**config.mk**
```make
export PLATFORM = sky130hd
export DESIGN_NAME = ahb_apb_bridge_param
export DESIGN_NICKNAME = d
export VERILOG_FILES = /design/src/rtl/ahb_apb_bridge_param.sv
export SDC_FILE = /design/constraint.sdc
export NUM_CORES = 1
export LEC_CHECK = 0
export CAP_MARGIN = 20
export CORE_UTILIZATION = 30
export CTS_BUF_LIST = sky130_fd_sc_hd__clkbuf_16
export DETAILED_ROUTE_END_ITERATION = 16
export PLACE_DENSITY_LB_ADDON = 0.15
export SKIP_LAST_GASP = 1
export SYNTH_ARGS = -nofsm -noshare
export SYNTH_HDL_FRONTEND = slang
export SYNTH_SLANG_ARGS = --single-unit
```
**constraint.sdc**
```tcl
create_clock -name Hclk -period 2.9 [get_ports Hclk]
set_input_delay 0.58 -clock Hclk [delete_from_list [all_inputs] [get_ports Hclk]]
set_output_delay 0.58 -clock Hclk [all_outputs]
set_load 0.05 [all_outputs]
```
**src/rtl/ahb_apb_bridge_param.sv**
```systemverilog
// AHB-to-APB bridge with NUM_SLV equal-size APB regions, APB wait states,
// slave-error forwarding as a two-cycle AHB ERROR, and a Pready timeout.
module ahb_apb_bridge_param #(
    parameter int                ADDR_W      = 32,
    parameter int                DATA_W      = 32,
    parameter int                NUM_SLV     = 3,
    parameter logic [ADDR_W-1:0] BASE_ADDR   = 32'h8000_0000,
    parameter int                REGION_BITS = 26,
    parameter int                TIMEOUT     = 16
) (
    input  logic               Hclk,
    input  logic               Hreset,
    input  logic               Hreadyin,
    input  logic [1:0]         Htrans,
    input  logic               Hwrite,
    input  logic [ADDR_W-1:0]  Haddr,
    input  logic [DATA_W-1:0]  Hwdata,
    output logic               Hreadyout,
    output logic [1:0]         Hresp,
    output logic [DATA_W-1:0]  Hrdata,
    output logic [NUM_SLV-1:0] Pselx,
    output logic               Penable,
    output logic               Pwrite,
    output logic [ADDR_W-1:0]  Paddr,
    output logic [DATA_W-1:0]  Pwdata,
    input  logic [DATA_W-1:0]  Prdata,
    input  logic               Pready,
    input  logic               Pslverr
);

    localparam int CNT_W = (TIMEOUT > 0) ? $clog2(TIMEOUT + 1) : 1;

    typedef enum logic [2:0] {
        IDLE,
        LATCH,
        SETUP,
        ACCESS,
        ERR1,
        ERR2
    } state_t;

    state_t              r_state;
    state_t              w_nextState;
    state_t              w_route;

    logic [ADDR_W-1:0]   r_addr;
    logic                r_write;
    logic [NUM_SLV-1:0]  r_sel;
    logic [NUM_SLV-1:0]  r_psel;
    logic                r_penable;
    logic                r_pwrite;
    logic [ADDR_W-1:0]   r_paddr;
    logic [DATA_W-1:0]   r_pwdata;
    logic [CNT_W-1:0]    r_cnt;

    logic [ADDR_W-1:0]   w_offset;
    logic [ADDR_W-1:0]   w_idx;
    logic                w_mapped;
    logic [NUM_SLV-1:0]  w_decSel;
    logic                w_accept;
    logic                w_timeout;
    logic                w_fromLatch;
    logic                w_unused;

    assign w_unused = Htrans[0];

    // Region index is the offset above the base; anything below the base or
    // past the last slave region is unmapped and answered with ERROR.
    assign w_offset = Haddr - BASE_ADDR;
    assign w_idx    = w_offset >> REGION_BITS;
    assign w_mapped = (Haddr >= BASE_ADDR) && (w_idx < ADDR_W'(NUM_SLV));

    always_comb begin
        w_decSel = '0;
        for (int i = 0; i < NUM_SLV; i++) begin
            if (w_mapped && (w_idx == ADDR_W'(i))) begin
                w_decSel[i] = 1'b1;
            end
        end
    end

    generate
        if (TIMEOUT > 0) begin : g_timeout
            assign w_timeout = (r_cnt == CNT_W'(TIMEOUT - 1));
        end else begin : g_noTimeout
            assign w_timeout = 1'b0;
        end
    endgenerate

    always_comb begin
        Hreadyout = 1'b0;
        Hresp     = 2'b00;
        Hrdata    = '0;
        case (r_state)
            IDLE: begin
                Hreadyout = 1'b1;
            end
            ACCESS: begin
                if (Pready && !Pslverr) begin
                    Hreadyout = 1'b1;
                    if (!r_write) begin
                        Hrdata = Prdata;
                    end
                end else if (Pready) begin
                    Hresp = 2'b01;
                end
            end
            ERR1: begin
                Hresp = 2'b01;
            end
            ERR2: begin
                Hreadyout = 1'b1;
                Hresp     = 2'b01;
            end
            default: begin
            end
        endcase
    end

    assign w_accept    = Hreadyin && Htrans[1] && Hreadyout;
    assign w_route     = !w_mapped ? ERR1 : (Hwrite ? LATCH : SETUP);
    assign w_fromLatch = (r_state == LATCH);

    always_comb begin
        w_nextState = r_state;
        case (r_state)
            IDLE, ERR2: begin
                w_nextState = w_accept ? w_route : IDLE;
            end
            LATCH: begin
                w_nextState = SETUP;
            end
            SETUP: begin
                w_nextState = ACCESS;
            end
            ACCESS: begin
                if (Pready && !Pslverr) begin
                    w_nextState = w_accept ? w_route : IDLE;
                end else if (Pready) begin
                    w_nextState = ERR2;
                end else if (w_timeout) begin
                    w_nextState = ERR1;
                end
            end
            ERR1: begin
                w_nextState = ERR2;
            end
            default: begin
                w_nextState = IDLE;
            end
        endcase
    end

    always_ff @(posedge Hclk) begin
        if (Hreset) begin
            r_state <= IDLE;
        end else begin
            r_state <= w_nextState;
        end
    end

    // APB signals are set up one edge ahead of the state they belong to, so the
    // bus is always driven from flops; reads skip LATCH and load Paddr from Haddr.
    always_ff @(posedge Hclk) begin
        if (Hreset) begin
            r_addr    <= '0;
            r_write   <= 1'b0;
            r_sel     <= '0;
            r_psel    <= '0;
            r_penable <= 1'b0;
            r_pwrite  <= 1'b0;
            r_paddr   <= '0;
            r_pwdata  <= '0;
            r_cnt     <= '0;
        end else begin
            if (w_accept) begin
                r_addr  <= Haddr;
                r_write <= Hwrite;
                r_sel   <= w_decSel;
            end
            if (w_nextState == SETUP) begin
                r_psel   <= w_fromLatch ? r_sel : w_decSel;
                r_paddr  <= w_fromLatch ? r_addr : Haddr;
                r_pwrite <= w_fromLatch ? r_write : Hwrite;
            end else if (w_nextState != ACCESS) begin
                r_psel <= '0;
            end
            r_penable <= (w_nextState == ACCESS);
            if (r_state == LATCH) begin
                r_pwdata <= Hwdata;
            end
            if (w_nextState == SETUP) begin
                r_cnt <= '0;
            end else if ((r_state == ACCESS) && !Pready) begin
                r_cnt <= r_cnt + CNT_W'(1);
            end
        end
    end

    assign Pselx   = r_psel;
    assign Penable = r_penable;
    assign Pwrite  = r_pwrite;
    assign Paddr   = r_paddr;
    assign Pwdata  = r_pwdata;

endmodule

```
Word level (Yosys, flattened, before mapping) --
Cells that the tools add are included.
Word-level totals: bits of input ports 104, register bits 113, output and inout bits 104, word-level logic and storage cells 64
Operators by class: $add $sub $neg 2, eq/ne operators 11, order comparisons 2, reduce and logical (&&, ||, !) cells 16, multiplexer cells 23
Operators with widths (number):
- $mux 32 | 4
- $ge 32x32->1 const B | 1
- $logic_not 32->1 | 1
- $sub 32x32->32 const B | 1
- $mux 3 | 8
- $pmux 3 s5 | 1
- $eq 3x2->1 const B | 4
- $logic_and 1x1->1 | 8
- $mux 1 | 7
- $eq 3x3->1 const B | 2
- $eq 6x1->1 const B | 1
- $eq 6x2->1 const B | 1
- $lt 6x2->1 const B | 1
- $reduce_or 2->1 | 3
- $add 5x1->5 const B | 1
- $eq 5x4->1 const B | 1
- $pmux 1 s2 | 2
- $eq 3x1->1 const B | 1
- $logic_not 3->1 | 1
- $ne 3x2->1 const B | 1
- $logic_not 1->1 | 2
- $mux 2 | 1
- $reduce_bool 2->1 | 1

Longest topological paths before layout --
Gate-level depths: netlist of the first run.
depth after elaboration 11, mapped depth 10, mapped depth without buffers 8

Worst setup path after synthesis of the first run --
Ideal clock, no wire load.
kind input to register, from input port Haddr[28], to register r_paddr[27], in the netlist Paddr[27], setup slack 0.453 ns, buffers on the path 3, required time 2.766 ns, data arrival time 2.313 ns, setup time 0.134 ns, cell stages on the path 8, cells stage by stage or4b_1 > clkbuf_1 > a21o_1 > o41ai_4 > and3_1 > buf_4 > buf_4 > a211oi_1
On the way: word-level cells in the longest chain between the ends 8, elaborated cells between the ends (all ways) 9, those cells by class add/sub (1); order compare (2); eq/ne (1); mux (4); reduce/logical (1)
Ends and longest elaborated chain:
- start, declared | RTL line 16 | input logic [ADDR_W-1:0] Haddr,
- $sub 32x32->32 | RTL line 69 | assign w_offset = Haddr - BASE_ADDR;
- $lt 6x2->1 | RTL line 71 | assign w_mapped = (Haddr >= BASE_ADDR) && (w_idx < ADDR_W'(NUM_SLV));
- $logic_and 1x1->1 (*) | RTL line 71
- $mux 3 (*) | RTL line 121 | assign w_route = !w_mapped ? ERR1 : (Hwrite ? LATCH : SETUP);
- $mux 3 (*) | RTL line 128, 138
- $mux 3 | RTL line 137 | if (Pready && !Pslverr) begin
- $pmux 3 s5 (*) | RTL line 126 | case (r_state)
- $eq 3x2->1 (*) | RTL line 181 | if (w_nextState == SETUP) begin
- end signal, assigned | RTL line 183 | r_paddr <= w_fromLatch ? r_addr : Haddr;
- end, declared | RTL line 52 | logic [ADDR_W-1:0] r_paddr;
Every way passes the cells marked *; elsewhere a longest branch is shown, timed or not. A chain may end at the register's enable or synchronous reset.

Worst setup path after layout of the first run --
from input port Pready, to output port Hrdata[0]
On the way: word-level cells in the longest chain between the ends 3
Ends and longest elaborated chain:
- start, declared | RTL line 27 | input logic Pready,
- $logic_and 1x1->1 | RTL line 99 | if (Pready && !Pslverr) begin
- $mux 32 | RTL line 99
- $mux 32 | RTL line 94 | case (r_state)
- end, declared | RTL line 20 | output logic [DATA_W-1:0] Hrdata,
No other way between the ends.

==> results.toml, run 1 <==
[yosys]
synthCells = 578
synth-seq-area-share_pct = 46.82
ys.flop_type = "dfxtp_1"
synth.avg_cell_area_sq_um = 8.360
ys_async_sr_fraction_pct = 0
ys_warn_count = 0
syn_area_sq_um = 4832
synthesis.nets = 684
synth_edf_count = 0
synth_cell_types = 40
ys_ff_latch = 113

[critical_path]
endpoint_kind = "output port"
crit_path_start = "Pready"
max_stage_delay_ns = 0.56
critPathMaxFanout = 32
crit_end = "Hrdata[0]"
cp_common_cell = "buf_12"
path_buf_inv = 4
worstPathArrival_ns = 2.18
cp_slowest_cell = "clkdlybuf4s50_1"
rr_endpoint = "Paddr[9]"
r2r_setup_slack_ns = 0.31
cp-start-kind = "input pin"
reg2reg_from = "r_cnt[0]"
reg2reg_depth = 9
cp_cell_sequence = "clkdlybuf4s50_1, buf_4, nand2b_1, nor3_4, buf_12, and2_1, buf_12"
cp.required_ns = 2.32
path_class = "in2out"
path_delay_family = "buffers and inverters"
crit_cells = 7

[detailed_routing]
drt-pass1-iter-count = 4
drt_first_iter_violations = 265
post-route-drc-count = 0
dr_total_vias = 4839
wl_per_cell_um = 14.93
ant_nets = 0
drt_wl_total_mm = 14.90
via_per_inst = 4.849

[die]
initial_utilization_pct = 30.53
rows = 46
die_h_um = 128.9
die_w_um = 128.9
die_area_sq_um = 16620
core_sq_um = 15830
ios = 208

[power_and_ir_drop]
pwr_density_cell_nw_per_um2 = 651.5
vdd_drop_max_v = 0.0005262
p_leak_nw = 2.874

[placement]
dp_cells = 968
dpl.hpwl_mm = 10.20
portBuffers = 205
dpl_cell_area_sq_um = 7502
gp_congestion = 0.7612

[cts]
cts_buffer_depth = 2
htree_levels = 4
cts_tree = "built"
cts_hold_buf = 0
postCtsSetupBuffers = 0
clkTransAtPathRegs_ns = 0.05
clock_sinks = 113
cts_buffers = 17
cts_resized = 0
clk_latency_ns = 0.41
root_buffer = "clkbuf_16"

[sta]
fmax_mhz = 362.4
relSlewSlack_pct = 60.13
drv_slew = 0
setup_viol = 0
worstMarginPinSlew_ns = 0.5961
rsz0062_at_grt = "no"
timing_hold_violations_final = 0
finClkSkew_ns = 0.007431
period_needed_ns = 2.759
post-route-period-util_pct = 95.15

[min_path]
hold_path_class = "reg2reg"

[layout]
synthToLayoutAreaGrowth_pct = 68.70
drive_above_1_share_pct = 11.76
nNetsFinal = 877
finalInstanceArea_sq_um = 8152
diodes = 0
finalNonFillerCells = 998

[global_routing]
grt_pass1_wl_mm = 23.73
grt_pass1_vias = 4739
grt_max_degree = 45
grt_usage_pct = 18.67
grt_antenna_before_repair = 0
globalRouteOverflowTotal = 0

[flow_run]
maxCapViolCount = 0

[run_status]
status = "finished clean"
==> kinds of logic after synthesis <==
| group | after synthesis | share of synthesized area, % |
|---|---|---|
| and+or+nand+nor | 211 | 19.60 |
| muxes | 31 | 6.422 |
| AOI/OAI and AO/OA | 159 | 20.95 |
| other | 1 | 0.07761 |
| DFF | 113 | 46.82 |
| adders and majority gates | 2 | 0.5178 |
| buffers and inverters | 57 | 4.894 |
| xor gates and xnor gates | 4 | 0.7251 |
==> sequential cells by signal, indices dropped and copies added (netlist names) <==
signal and flops:
Paddr 32, Penable 1, Pselx 3, Pwdata 32, Pwrite 1, r_addr 32, r_cnt 5, r_sel 3
r_state 3, r_write 1
==> through the flow <==
step / TNS, ns / power, mW / util [%] / hold slack (ns) / worst slack, ns
floorplan: 0 / 2.544 / - / 0.4332 / 0.4531
global placement: 0 / 3.035 / 47.40 / 0.4407 / 0.007589
detailed placement: -0.2605 / 3.052 / 47.40 / 0.4461 / -0.02853
CTS: 0 / 5.367 / 51.46 / 0.4534 / 0.08364
global route: 0 / 5.530 / 51.50 / 0.4706 / 0.04396
finish: 0 / 5.311 / 51.50 / 0.4527 / 0.1405
==> worst reg2reg max path: cells and delay by family, from the launching register on <==
kind,cells,cell delay [ns]
fa+ha+maj,2,0.44
simple gates,3,0.67
compound gates,3,0.76
buf+inv,1,0.24
flops,1,0.34
==> worst min-delay path by stage <==
stage / startpoint / end / cells after the start
after CTS: r_addr[19] / r_addr[19] / 2
final: Pwdata[12] / Pwdata[12] / 2
after global placement: r_addr[23] / r_addr[23] / 2
after detailed placement: r_addr[19] / r_addr[19] / 2
after floorplan: r_addr[27] / r_addr[27] / 2
after global routing: r_addr[20] / r_addr[20] / 2
==> power by group <==
| part | internal (mW) | leakage (nW) | switching (mW) |
|---|---|---|---|
| Combinational | 0.498 | 1.64 | 0.762 |
| Clock | 1.59 | 0.311 | 0.709 |
| Sequential | 1.68 | 0.919 | 0.0709 |
==> synth_stat cells, drive strengths merged, types with 2 or more instances <==
master	instances	share of area (%)
nor4	2	0.26
a31oi	32	4.1
inv	4	0.31
and2	34	4.4
o32a	3	0.62
nor3	7	0.72
o21ai	3	0.31
nor2b	4	0.52
clkbuf	38	3.0
mux2i	31	6.4
nand3	3	0.31
buf	15	1.6
xor2	3	0.54
nand2	141	11
a211oi	33	5.1
o22ai	2	0.26
nor2	10	0.78
nand2b	3	0.39
and3	2	0.26
nand4	2	0.39
dfxtp	113	47
a311oi	2	0.36
a21oi	74	7.7
ha	2	0.52
o21a	2	0.31
o211ai	2	0.31
==> cell usage in the layout (no fill, tap or decap), drive strengths merged, types with 4 or more instances in the layout <==
| master | Yosys | final |
|---|---|---|
| clkdlybuf4s50 | 0 | 170 |
| nand2 | 141 | 141 |
| dfxtp | 113 | 113 |
| a21oi | 74 | 74 |
| buf | 15 | 57 |
| and2 | 34 | 34 |
| a211oi | 33 | 33 |
| a31oi | 32 | 32 |
| mux2i | 31 | 31 |
| clkbuf | 38 | 17 |
| nor2 | 10 | 10 |
| nor3 | 7 | 7 |
| bufinv | 0 | 6 |
| clkinv | 0 | 6 |
| inv | 4 | 4 |
| nor2b | 4 | 4 |
==> layout make-up <==
class | count | area, sq um
Fill cell | 1453 | 7676
Sequential cell | 113 | 2262
Inverter | 4 | 15.01
Clock inverter | 13 | 217.7
Multi-Input combinational cell | 408 | 2369
Tap cell | 216 | 270.3
Timing Repair Buffer | 227 | 2592
Clock buffer | 17 | 425.4
==> layer usage <==
metal  vias up  routed length (um)  global-route usage (%)  share of wire [%]
met5         -                   0                       0                  0
met4         0                 170                   6.782                1.1
met3        13                1400                   8.150                9.4
met2       177                7257                   31.61                 49
met1      2260                6069                   20.75                 41
li1       2389                   -                       -                  -
Power figures use the tool's default switching activity.
==> inputs of run 2 (changes only) <==
Settings changed: SKIP_LAST_GASP 1 to not set.
Clock period 2.9 ns to 3.4 ns, I/O delays scaled along.
==> run 2 against run 1 <==
  * Sequential share of layout area rose by 0.68 points
  * Non-clock buffer count fell by 8
  * Total power fell by 21%
  * Setup slack improved by 0.16 ns
  * Routed wire length rose by 2.3%
  * Cell area fell by 2.4%
  * Flip-flop and latch count did not move
  * Clock power fell by 28%
  * Worst hold slack barely moved
  * Sequential power fell by 14%
  * Critical path depth fell by 2
  * Global-route usage rose by 0.30 points
  * Critical path type is now reg2out
  * Largest power group unchanged
==> results.toml, run 2 (synthesis results as in run 1) <==
[layout]
diodes = 0
nNetsFinal = 869
finalNonFillerCells = 992
final_cell_mix = "clkdlybuf4s50_1, nand2_1, dfxtp_1"
final_common_cell = "clkdlybuf4s50_1"
drive_above_1_share_pct = 10.57
synthToLayoutAreaGrowth_pct = 64.66

[placement]
portBuffers = 205
dpl.hpwl_mm = 10.15
dp_cells = 960
place_ws_ns = 0.2303
gp_congestion = 0.7271

[die]
ios = 208
core_sq_um = 15830
die_h_um = 128.9
die_w_um = 128.9
rows = 46
die_area_sq_um = 16620
initial_utilization_pct = 30.53

[critical_path]
cp-start-kind = "flip-flop"
path_delay_family = "flip-flops"
path_buf_inv = 2
endpoint_kind = "output port"
critPathMaxFanout = 32
worstPathArrival_ns = 2.42
max_stage_delay_ns = 0.77
cp.required_ns = 2.72
cp_cell_sequence = "nand3b_2, nor3_2, buf_4, and2_1, buf_12"
cp_slowest_cell = "dfxtp_1"
path_class = "reg2out"

[power_and_ir_drop]
pwr_density_cell_nw_per_um2 = 529.6
vdd_drop_max_v = 0.0003286
power_mw = 4.214
p_leak_nw = 2.770

[detailed_routing]
ant_nets = 0
wl_per_cell_um = 15.36
drt-pass1-iter-count = 5
via_per_inst = 4.864
post-route-drc-count = 0
drt_wl_total_mm = 15.23
drt_first_iter_violations = 265
dr_total_vias = 4825

[sta]
fmax_mhz = 322.5
timing_hold_violations_final = 0
relSlewSlack_pct = 52.90
finClkSkew_ns = 0.008862
setup_viol = 0
drv_slew = 0
rsz0062_at_grt = "no"
final.setup.tns_ns = 0
fin_ws_ns = 0.2995
worstMarginPinSlew_ns = 0.7056
post-route-period-util_pct = 91.19
period_needed_ns = 3.101
hold_ws_ns = 0.4531

[cts]
clkTransAtPathRegs_ns = 0.05
htree_levels = 4
cts_buffer_depth = 2
cts_hold_buf = 0
cts_resized = 0
clk_latency_ns = 0.41
postCtsSetupBuffers = 0
cts_buffers = 17
clock_sinks = 113
root_buffer = "clkbuf_16"
cts_tree = "built"

[global_routing]
grt_pass1_vias = 4896
globalRouteOverflowTotal = 0
grt_max_degree = 60
grt_pass1_wl_mm = 24.53
grt_usage_pct = 18.97
grt_antenna_before_repair = 0

[run_status]
status = "finished clean"

[min_path]
hold_path_class = "reg2reg"

[flow_run]
maxCapViolCount = 0
[run 2: changes by cell type in the layout (fill, tap and decap cells not counted), sizes merged]
cell,previous run,this run
buf,57,49
bufinv,6,2
clkinvlp,1,4
inv,4,5
clkinv,6,8
[run 2: per-stage QoR]
step	area [sq um]	utilization (%)
5_1_grt	7956	50.27
3_3_place_gp	7405	46.78
6_report	7956	50.27
4_1_cts	7956	50.27
3_5_place_dp	7405	46.78
2_1_floorplan	4832	-
[run 2: final cells by class]
| cell class | count | area [sq um] |
|---|---|---|
| Multi-Input combinational cell | 408 | 2362 |
| Clock buffer | 17 | 425.4 |
| Fill cell | 1452 | 7871 |
| Timing Repair Buffer | 219 | 2495 |
| Clock inverter | 15 | 126.4 |
| Inverter | 4 | 15.01 |
| Tap cell | 216 | 270.3 |
| Sequential cell | 113 | 2262 |
[run 2: final timing paths]
| path | startpoint | endpoint | slack (ns) | cells past startpoint |
|---|---|---|---|---|
| hold reg to reg | r_addr[1] | r_addr[1] | 0.45 | 2 |
| hold / removal | r_addr[1] | r_addr[1] | 0.45 | 2 |
| setup reg to reg | r_state[1] | Paddr[9] | 0.69 | 6 |
| setup / recovery | r_state[1] | Hrdata[3] | 0.30 | 5 |
[run 2: tightest hold or removal path, cell delays in order, from the launching register on]
cell and delay, ns:
dfxtp_1 0.30, nand2_1 0.05, a21oi_1 0.05
[run 2: power by group]
group / internal, mW / switching, mW / total (mW) / leakage (nW)
Sequential: 1.44 / 0.0645 / 1.50 / 0.919
Clock: 1.05 / 0.611 / 1.66 / 0.261
Combinational: 0.404 / 0.644 / 1.05 / 1.59
[run 2: routing by layer]
layer / vias to the layer above / part of all wire [%] / global-route usage (%)
met5: - / 0 / 0
met4: 0 / 0.62 / 5.882
met3: 11 / 9.8 / 8.441
met2: 173 / 49 / 32.18
met1: 2261 / 41 / 21.31
li1: 2380 / - / -
==> inputs of run 3 (changes only) <==
Settings changed: CORE_UTILIZATION 30 to 35, CTS_CLUSTER_DIAMETER set to 30.
==> run 3 against run 2 <==
  * Critical path depth stayed put
  * Total power is 1.8% lower
  * Setup slack worse by 0.0019 ns
  * First-iteration DRC count is 19% higher
  * Die area is 14% lower
  * Combinational power hardly changed
  * Routed wire length is 2.4% lower
  * Count of clock-buffer cells in the layout stayed put
  * Critical path type unchanged
  * Largest cell class unchanged
==> results.toml, run 3 (synthesis results as in run 1) <==
[run_status]
status = "finished clean"

[sta]
finClkSkew_ns = 0.007968
setup_viol = 0
fmax_mhz = 322.3
period_needed_ns = 3.102
final.setup.tns_ns = 0
post-route-period-util_pct = 91.25
drv_slew = 0
timing_hold_violations_final = 0
relSlewSlack_pct = 54.78
worstMarginPinSlew_ns = 0.6774
rsz0062_at_grt = "no"

[critical_path]
worstPathArrival_ns = 2.42
rr_endpoint = "Paddr[7]"
cp-start-kind = "flip-flop"
cp.required_ns = 2.72
endpoint_kind = "output port"
crit_end = "Hrdata[10]"
critPathMaxFanout = 32
path_class = "reg2out"
reg2reg_from = "r_state[1]"
r2r_setup_slack_ns = 0.72
crit_path_start = "r_state[1]"
reg2reg_depth = 6

[layout]
nNetsFinal = 869
final_core_util_pct = 59.15
final_cell_mix = "clkdlybuf4s50_1, nand2_1, dfxtp_1"
synthToLayoutAreaGrowth_pct = 63.39
drive_above_1_share_pct = 11.08
diodes = 0
final_common_cell = "clkdlybuf4s50_1"
finalInstanceArea_sq_um = 7895

[die]
rows = 42
die_h_um = 119.5
core_sq_um = 13350
ios = 208
die_area_sq_um = 14280
initial_utilization_pct = 36.20
die_w_um = 119.5

[cts]
cts_hold_buf = 0
postCtsSetupBuffers = 0
clock_sinks = 113
clkTransAtPathRegs_ns = 0.05
cts_resized = 0
cts_buffer_depth = 2
htree_levels = 4
cts_buffers = 17
cts_tree = "built"
clk_latency_ns = 0.41
root_buffer = "clkbuf_16"

[power_and_ir_drop]
vdd_drop_max_v = 0.0003692
p_leak_nw = 2.786
pwr_density_cell_nw_per_um2 = 524.0
power_mw = 4.137

[placement]
portBuffers = 205
dpl_cell_area_sq_um = 7367
gp_congestion = 0.7601
dpl.hpwl_mm = 9.910

[detailed_routing]
wl_per_cell_um = 15.62
drt-pass1-iter-count = 6
drt_wl_total_mm = 14.87
drt_first_iter_violations = 316
via_per_inst = 5.071
ant_nets = 0
post-route-drc-count = 0
dr_total_vias = 4828

[global_routing]
grt_usage_pct = 21.31
grt_pass1_vias = 4779
grt_max_degree = 64
globalRouteOverflowTotal = 0
grt_antenna_before_repair = 0
grt_pass1_wl_mm = 23.96

[min_path]
hold_path_class = "reg2reg"

[flow_run]
maxCapViolCount = 0
-- run 3: cell types whose count changed in the layout (fill, tap and decap cells not counted) --
cell	previous run	this run
bufinv_16	2	1
buf_4	15	14
clkinv_4	0	1
clkinv_2	2	9
clkinv_1	6	2
buf_12	34	35
clkinvlp_4	4	1
-- run 3: final cells by class --
cell class	instances	area, sq um
clock buffer	17	425.4
sequential	113	2262
tap	176	220.2
timing repair buffer	219	2507
fill	1162	5453
clock inverter	15	102.6
inverter	4	15.01
multi-input combinational	408	2362
-- run 3: how the worst min path moves through the flow --
stage,startpoint,to,cells past startpoint
2_1_floorplan,r_addr[27],r_addr[27],2
6_report,Pwdata[30],Pwdata[30],2
4_1_cts,Pwdata[18],Pwdata[18],2
3_3_place_gp,r_addr[25],r_addr[25],2
3_5_place_dp,Pwdata[18],Pwdata[18],2
5_1_grt,Pwdata[22],Pwdata[22],2
-- run 3: per-layer routing --
metal / vias up / share of wire [%] / global-route usage, %
li1: 2377 / - / -
met1: 2273 / 42 / 25.77
met2: 170 / 50 / 35.26
met3: 8 / 7.5 / 7.224
met4: 0 / 0.86 / 7.187
met5: - / 0 / 0
-- run 3: report_power, final --
| part | leakage, nW | total [mW] | switching, mW | internal (mW) |
|---|---|---|---|---|
| logic | 1.60 | 1.06 | 0.648 | 0.411 |
| registers | 0.919 | 1.50 | 0.0643 | 1.44 |
| clock network | 0.272 | 1.58 | 0.597 | 0.980 |
| total | 2.79 | 4.14 | 1.31 | 2.83 |
-- run 3: critical path, stage by stage (launching register included) --
cell      delay [ns]
dfxtp_1         0.75
nand3b_2        0.32
nor3_2          0.27
buf_4           0.29
and2_1          0.22
buf_12          0.15
-- run 3: metrics by stage --
stage | worst slack (ns) | hold slack (ns) | instances
after global placement | 0.2780 | 0.4409 | 920
final | 0.2976 | 0.4516 | 952
after CTS | 0.2431 | 0.4527 | 952
after global routing | 0.07852 | 0.4613 | 952
after floorplan | 0.8531 | 0.4332 | 578
after detailed placement | 0.2354 | 0.4462 | 920
